File: config.mk
export PLATFORM = sky130hd
export DESIGN_NAME = demux_1to4_sched
export DESIGN_NICKNAME = d
export VERILOG_FILES = /design/src/rtl/demux_1to4_sched_pkg.sv /design/src/rtl/demux_1to4_sched_rr_pick4.sv /design/src/rtl/demux_1to4_sched.sv
export SDC_FILE = /design/constraint.sdc
export NUM_CORES = 1
export LEC_CHECK = 0
export CAP_MARGIN = 20
export CELL_PAD_IN_SITES_DETAIL_PLACEMENT = 2
export CELL_PAD_IN_SITES_GLOBAL_PLACEMENT = 2
export CORE_MARGIN = 4
export CORE_UTILIZATION = 24
export CTS_CLUSTER_DIAMETER = 100
export DETAILED_ROUTE_END_ITERATION = 10
export PLACE_DENSITY = 0.82
export SYNTH_ARGS = -nofsm -noshare
export SYNTH_HDL_FRONTEND = slang
export SYNTH_HIERARCHICAL = 1
export SYNTH_SLANG_ARGS = --single-unit
File: constraint.sdc
create_clock -name clk -period 2.45 [get_ports clk]
set_input_delay 0.6125 -clock clk [delete_from_list [all_inputs] [get_ports clk]]
set_output_delay 0.6125 -clock clk [all_outputs]
set_load 0.02 [all_outputs]
File: src/rtl/demux_1to4_sched_pkg.sv
`default_nettype none
// ============================================================================
//  Module      : demux_pkg
//  Description : Shared constants for the 1-to-4 scheduled demux: state
//                encodings, mode encodings and sink count.
//  Revision    : 1.0 - initial release
// ============================================================================
package demux_pkg;

    localparam int NUM_SINKS = 4;

    localparam logic [0:0] ST_EMPTY  = 1'b0;
    localparam logic [0:0] ST_FULL   = 1'b1;

    localparam logic       MODE_ADDR = 1'b0;
    localparam logic       MODE_RR   = 1'b1;

    // One-hot decode of a sink index.
    function automatic logic [NUM_SINKS-1:0] sink_onehot(input logic [1:0] idx);
        logic [NUM_SINKS-1:0] v;
        v      = '0;
        v[idx] = 1'b1;
        return v;
    endfunction

endpackage : demux_pkg
`default_nettype wire

File: src/rtl/demux_1to4_sched_rr_pick4.sv
`default_nettype none
// ============================================================================
//  Module      : rr_pick4
//  Description : Combinational cyclic first-set search over a 4-bit enable
//                mask, starting at a 2-bit pointer (0->1->2->3->0).
//  Revision    : 1.0 - initial release
// ============================================================================
module rr_pick4
    import demux_pkg::*;
(
    input  logic [1:0]           i_ptr,
    input  logic [NUM_SINKS-1:0] i_en,
    output logic [1:0]           o_dest,
    output logic                 o_none
);

    // Scan from the farthest offset down so the nearest enabled sink wins.
    always_comb begin
        logic [1:0] w_idx;
        o_dest = i_ptr;
        o_none = (i_en == '0);
        for (int k = NUM_SINKS - 1; k >= 0; k--) begin
            w_idx = i_ptr + 2'(k);
            if (i_en[w_idx]) begin
                o_dest = w_idx;
            end
        end
    end

endmodule : rr_pick4
`default_nettype wire

File: src/rtl/demux_1to4_sched.sv
`default_nettype none
// ============================================================================
//  Module      : demux_1to4_sched
//  Description : Registered 1-to-4 demux with valid/ready handshakes, a
//                one-entry output buffer, per-word (ADDR) or round-robin (RR)
//                sink selection and a saturating dropped-word counter.
//  Revision    : 1.0 - initial release
// ============================================================================
module demux_1to4_sched
    import demux_pkg::*;
#(
    parameter int DATA_W = 8,
    parameter int DROP_W = 8
) (
    input  logic                 clk,
    input  logic                 rst,
    input  logic                 mode,
    input  logic [NUM_SINKS-1:0] en,
    input  logic                 in_valid,
    input  logic [1:0]           in_dest,
    input  logic [DATA_W-1:0]    in_data,
    output logic                 in_ready,
    output logic [NUM_SINKS-1:0] out_valid,
    output logic [DATA_W-1:0]    out_data,
    input  logic [NUM_SINKS-1:0] out_ready,
    output logic [DROP_W-1:0]    drop_cnt,
    output logic                 busy
);

    logic [0:0]        r_state;
    logic [0:0]        w_next_state;
    logic [DATA_W-1:0] r_data;
    logic [1:0]        r_dest;
    logic [1:0]        r_rr_ptr;
    logic [DROP_W-1:0] r_drop_cnt;

    logic [1:0]        w_pick_dest;
    logic              w_pick_none;
    logic [1:0]        w_dest;
    logic              w_drop;
    logic              w_drain;
    logic              w_accept;
    logic              w_load;

    rr_pick4 u_rr_pick4 (
        .i_ptr  (r_rr_ptr),
        .i_en   (en),
        .o_dest (w_pick_dest),
        .o_none (w_pick_none)
    );

    // Handshake terms and destination/drop decision for the offered word.
    always_comb begin
        w_drain  = (r_state == ST_FULL) && out_ready[r_dest];
        w_dest   = (mode == MODE_RR) ? w_pick_dest : in_dest;
        w_drop   = (mode == MODE_RR) ? w_pick_none : ~en[in_dest];
        w_accept = in_valid & in_ready;
        w_load   = w_accept & ~w_drop;
    end

    // State register.
    always_ff @(posedge clk) begin
        if (rst) begin
            r_state <= ST_EMPTY;
        end else begin
            r_state <= w_next_state;
        end
    end

    // Next state: a kept word fills the buffer; a drain alone empties it.
    always_comb begin
        w_next_state = r_state;
        case (r_state)
            ST_EMPTY: if (w_load) w_next_state = ST_FULL;
            ST_FULL: begin
                if (w_load) begin
                    w_next_state = ST_FULL;
                end else if (w_drain) begin
                    w_next_state = ST_EMPTY;
                end
            end
            default: w_next_state = ST_EMPTY;
        endcase
    end

    // FSM outputs: FULL accepts only when the held word leaves this cycle.
    always_comb begin
        in_ready  = (r_state == ST_EMPTY) ? 1'b1 : w_drain;
        busy      = (r_state == ST_FULL);
        out_valid = (r_state == ST_FULL) ? sink_onehot(r_dest) : '0;
        out_data  = r_data;
        drop_cnt  = r_drop_cnt;
    end

    // Data/dest register; only loaded by a kept word, so held words stay put.
    always_ff @(posedge clk) begin
        if (rst) begin
            r_data <= '0;
            r_dest <= '0;
        end else if (w_load) begin
            r_data <= in_data;
            r_dest <= w_dest;
        end
    end

    // Round-robin pointer advances past the sink just chosen in RR mode.
    always_ff @(posedge clk) begin
        if (rst) begin
            r_rr_ptr <= '0;
        end else if (w_load && (mode == MODE_RR)) begin
            r_rr_ptr <= w_dest + 2'd1;
        end
    end

    // Saturating count of accepted-but-dropped words.
    always_ff @(posedge clk) begin
        if (rst) begin
            r_drop_cnt <= '0;
        end else if (w_accept && w_drop && (r_drop_cnt != '1)) begin
            r_drop_cnt <= r_drop_cnt + DROP_W'(1);
        end
    end

endmodule : demux_1to4_sched
`default_nettype wire

==> results of run 1 <==
==> report_power, final <==
| group | internal [W] | switching, W | total (W) |
|---|---|---|---|
| Sequential | 0.000359 | 0.0000152 | 0.000375 |
| Combinational | 0.000122 | 0.000107 | 0.000229 |
| Clock | 0.000113 | 0.000116 | 0.000230 |
==> final cells by class <==
class | count | area, sq um | share of cell area [%]
Multi-Input combinational cell | 94 | 666 | 38.1
Tap cell | 52 | 65.1 | 3.72
Timing Repair Buffer | 57 | 531 | 30.4
Clock buffer | 3 | 41.3 | 2.36
Clock inverter | 1 | 5.00 | 0.287
Sequential cell | 21 | 420 | 24.1
Inverter | 5 | 18.8 | 1.07
==> cell usage in the layout (no fill, tap or decap), types with 3 or more instances in the layout <==
cell type        instances
a21oi_1                  3
clkbuf_8                 3
a211oi_1                 3
nand2_1                  6
nor3_1                   3
inv_1                    5
clkdlybuf4s50_1         42
xnor2_1                  3
nor2b_1                  4
nor2_1                  26
nor4_1                   3
buf_4                   14
dfxtp_1                 21
mux2i_1                 12
==> worst max path at each step <==
| stage | to | cells past startpoint |
|---|---|---|
| 4_1_cts | in_ready | 4 |
| 6_report | in_ready | 4 |
| 3_5_place_dp | in_ready | 4 |
| 5_1_grt | drop_cnt[6] | 7 |
| 3_3_place_gp | in_ready | 4 |
| 2_1_floorplan | drop_cnt[4] | 6 |
==> routing by layer <==
metal,vias up,global-route usage (%),wire length (microns)
met2,32,25.4,2050
met5,-,0,0
met4,0,2.72,31
met3,2,2.72,148
li1,552,-,-
met1,535,13.8,1480
==> what timing repair did <==
| action | in CTS | in global routing |
|---|---|---|
| gates resized for setup | 2 | 1 |
| pin swaps | 0 | 0 |
| setup endpoints to repair | 1 | 1 |
==> registers in the layout, summed over array words and instances, names as in the netlist <==
register  flops
drop_cnt      8
out_data      8
r_dest        2
r_rr_ptr      2
busy          1
==> cell usage after synthesis (3+ instances only) <==
| cell | n |
|---|---|
| xnor2_1 | 3 |
| inv_1 | 5 |
| nor4_1 | 3 |
| nand2_1 | 6 |
| nor2_1 | 26 |
| mux2i_1 | 12 |
| a21oi_1 | 3 |
| nor3_1 | 3 |
| dfxtp_1 | 21 |
| a211oi_1 | 3 |
| nor2b_1 | 4 |
==> cell families after synthesis <==
logic type	after synthesis	synth area share [%]
compound gates	16	13.9
flops	21	37.4
fa+ha+maj	1	1.11
buf+inv	8	3.34
xor+xnor	3	2.34
mux	16	14.7
simple gates	58	27.2
==> worst max-delay path, stage by stage <==
cell and delay [ns]:
clkdlybuf4s50_1 0.41, mux2_2 0.28, o22a_2 0.23, clkbuf_2 0.16
==> through the flow <==
step | util, % | hold WS, ns | TNS (ns) | area (sq um) | instances
after floorplan | - | 0.488 | 0 | 1120 | 123
after global placement | 38.4 | 0.476 | -0.254 | 1710 | 229
after detailed placement | 38.4 | 0.499 | -0.577 | 1710 | 229
after CTS | 39.4 | 0.526 | 0 | 1750 | 233
after global routing | 39.3 | 0.553 | 0 | 1750 | 233
final | 39.3 | 0.513 | 0 | 1750 | 233
==> impl_metrics.toml, run 1 <==
[worst_hold_path]
whs_path_depth = 2
hold-path-endpoint = "out_data[1]"
hp-class = "register to register"
min-delay-start = "out_data[1]"

[clock_tree]
clock-sinks = 21
clkSlewWorstSetupHoldPaths_ns = 0.08
root_buffer = "clkbuf_8"
insertion_delay_ns = 0.26
numCtsBuffers = 3
postCtsHoldBufs = 0
cts_tree = "built"
cts.repair_timing.setup_buffer_count = 0
cts_buffer_depth = 2
htree_levels = 1

[run]
max_cap_violations = 0

[floorplan]
die_area_sq_mm = 0.00584
die_x_microns = 76.4
core-area_sq_mm = 0.00444
pin_count = 44
die_h_microns = 76.4
row_count = 24
start_util_pct = 25.3

[grt]
grt_antenna_before_repair = 0
overflow = 0
grt_pass1_vias = 1305
grt_first_pass_wirelength_microns = 6260
grt_usage_pct = 12.9
grt_max_degree = 14

[worst_setup_path]
cp_max_fo = 2
worstPathRequired_ns = 1.84
rr_worst_depth = 6
r2r-start = "r_dest[1]"
cp-end-kind = "output port"
start_kind = "input pin"
critPathLaunch = "out_ready[0]"
critPathArrivalTime_ns = 1.69
setup.worst_path.class = "input pin to output port"
r2r_slack_ns = 0.51
r2r-end = "drop_cnt[5]"

[place]
portBuffers = 43
gp_congestion = 0.648
hpwl_microns = 2980
place_ws_ns = -0.245

[drt]
wl_per_cell_microns = 15.9
drt_iter0_markers = 29
routed_wl_microns = 3700
drt-pass1-iter-count = 3
drc = 0
antenna_left = 0
dr_total_vias = 1121
vias_per_cell = 4.81

[synth]
synth-seq-area-share_pct = 37.4
yosys_most_used_dff = "dfxtp_1"
synth_cell_types = 35
synth.area.top_cells = "dfxtp_1 37%, mux2i_1 11%, nor2_1 8.7%"
synthesis.area_sq_mm = 0.00112
syn-instance-count = 123
synth_nets = 146
synthArstFlopShare_pct = 0
syn_avg_cell_area_sq_um = 9.13
synth.top_cell.area_share_pct = 37.4
ys_ff_latch = 21
yosysTopAreaCell = "dfxtp_1"
ys_warn_count = 6
synth_edf_count = 0

[sta]
slew_headroom_pct = 69.0
finalSetupViolations = 0
min_period_over_period_pct = 93.8
fin_crit_ns = 2.30
hold_violations = 0
fmax_mhz = 435
setup_ws_ns = 0.152
maxSlewViolCount = 0
worst_slew_pin_slew_ns = 0.462
clock-skew-final_ns = 0.00256
rsz0062_at_grt = "no"

[cells_and_area]
layout.nets = 205
diodes = 0
syn2layout_area_growth_pct = 55.5
drive_gt1_share_pct = 17.1
fill_cells = 482

[pwr]
p_leak_nw = 0.661
power_density_mw_per_mm2 = 477
power_w = 0.000833
ir_worst_vdd_uv = 242

[outcome]
status = "finished clean"
Note: power is estimated with default switching activity, not from simulation.
==> run 2: changes to the inputs <==
Settings changed: GPL_TIMING_DRIVEN set to 0.
==> impl_metrics.toml, run 2 (synthesized netlist as in run 1, its figures left out) <==
[outcome]
status = "finished clean"

[drt]
drt_iter0_markers = 41
vias_per_cell = 4.89
routed_wl_microns = 3530
antenna_left = 0
drc = 0
drt-pass1-iter-count = 3
dr_total_vias = 1096
wl_per_cell_microns = 15.8

[grt]
grt_pass1_vias = 1225
grt_usage_pct = 12.3
grt_antenna_before_repair = 0
grt_max_degree = 14
overflow = 0
grt_first_pass_wirelength_microns = 5970

[clock_tree]
insertion_delay_ns = 0.26
clock-sinks = 21
postCtsHoldBufs = 0
htree_levels = 1
root_buffer = "clkbuf_8"
cts_buffer_depth = 2
cts_tree = "built"
numCtsBuffers = 3
clkSlewWorstSetupHoldPaths_ns = 0.08

[cells_and_area]
drive_gt1_share_pct = 13.4
mostFrequentLayoutCell = "clkdlybuf4s50_1"
diodes = 0
syn2layout_area_growth_pct = 51.2
layout.cells.non_filler = 224
layout.nets = 196
multi_input_area_sq_um = 684
final_cell_mix = "41 x clkdlybuf4s50_1, 26 x nor2_1, 21 x dfxtp_1"
fill_cells = 492
regArea_sq_um = 420

[floorplan]
core-area_sq_mm = 0.00444
die_h_microns = 76.4
die_x_microns = 76.4
die_area_sq_mm = 0.00584
pin_count = 44
start_util_pct = 25.3
row_count = 24

[sta]
finalSetupViolations = 0
min_period_over_period_pct = 95.8
hold_violations = 0
clock-skew-final_ns = 0.00535
maxSlewViolCount = 0
rsz0062_at_grt = "no"
fmax_mhz = 426
final.setup.tns_ns = 0
slew_headroom_pct = 67.8
worst_slew_pin_slew_ns = 0.479
fin_crit_ns = 2.35

[worst_setup_path]
critPathArrivalTime_ns = 1.74
start_kind = "input pin"
cp-end-kind = "output port"
critPathLaunch = "out_ready[0]"
worstPathRequired_ns = 1.84
r2r-start = "r_dest[1]"
setup.worst_path.class = "input pin to output port"
cp_max_fo = 2

[place]
gp_congestion = 0.701
portBuffers = 43
hpwl_microns = 2850
dp.cells = 218

[pwr]
power_density_mw_per_mm2 = 485
p_leak_nw = 0.615
ir_worst_vdd_uv = 264

[worst_hold_path]
hp-class = "register to register"
min-delay-start = "out_data[5]"

[run]
max_cap_violations = 0
## run 2: cell count changes in the layout (fill, tap and decap cells not counted), moves of 2 or more
cell | previous run | this run
buf_4 | 14 | 2
nor4_1 | 3 | 1
clkbuf_1 | 0 | 2
nor4_2 | 0 | 2
## run 2: final timing paths
path	endpoint	slack (ns)	cells past startpoint
max reg2reg	drop_cnt[5]	0.59	5
min	out_data[5]	0.51	2
min reg2reg	out_data[5]	0.51	2
max	in_ready	0.10	4
## run 2: cell type report
cell class | instances | share of cell area [%]
Buffer | 3 | 1.10
Clock buffer | 3 | 2.43
Clock inverter | 1 | 0.442
Inverter | 5 | 1.10
Multi-Input combinational cell | 94 | 40.3
Sequential cell | 21 | 24.7
Tap cell | 52 | 3.83
Timing Repair Buffer | 45 | 26.1
## run 2: layer usage
layer	track usage, %	routed length [microns]	up-vias
met2	22.6	1890	32
met4	3.26	36	0
met5	0	0	-
met3	2.96	136	4
met1	14.2	1470	526
li1	-	-	534
## run 2: metrics by stage
step	hold slack (ns)	area [sq um]	utilization (%)	setup slack [ns]	total power [W]
floorplan	0.488	1120	-	0.435	0.000497
global placement	0.476	1620	36.4	-0.278	0.000583
detailed placement	0.492	1620	36.4	-0.369	0.000597
CTS	0.520	1680	37.8	0.0324	0.000837
global route	0.552	1700	38.2	0.00911	0.000880
finish	0.512	1700	38.2	0.102	0.000823
## run 2: power breakdown
group	internal, W	total [W]	leakage [nW]	switching [W]
logic	0.000109	0.000214	0.422	0.000104
registers	0.000359	0.000376	0.171	0.0000164
clock network	0.000115	0.000234	0.0217	0.000119
## run 2: critical path, stage by stage
cell	delay [ns]
clkdlybuf4s50_1	0.41
mux2_2	0.31
o22a_2	0.24
buf_2	0.16
## run 2: repair_timing
item                       4_1_cts  5_1_grt
pin swaps                        1        1
buffers inserted                 2        0
setup endpoints to repair        3        6
gates resized for setup          4        4
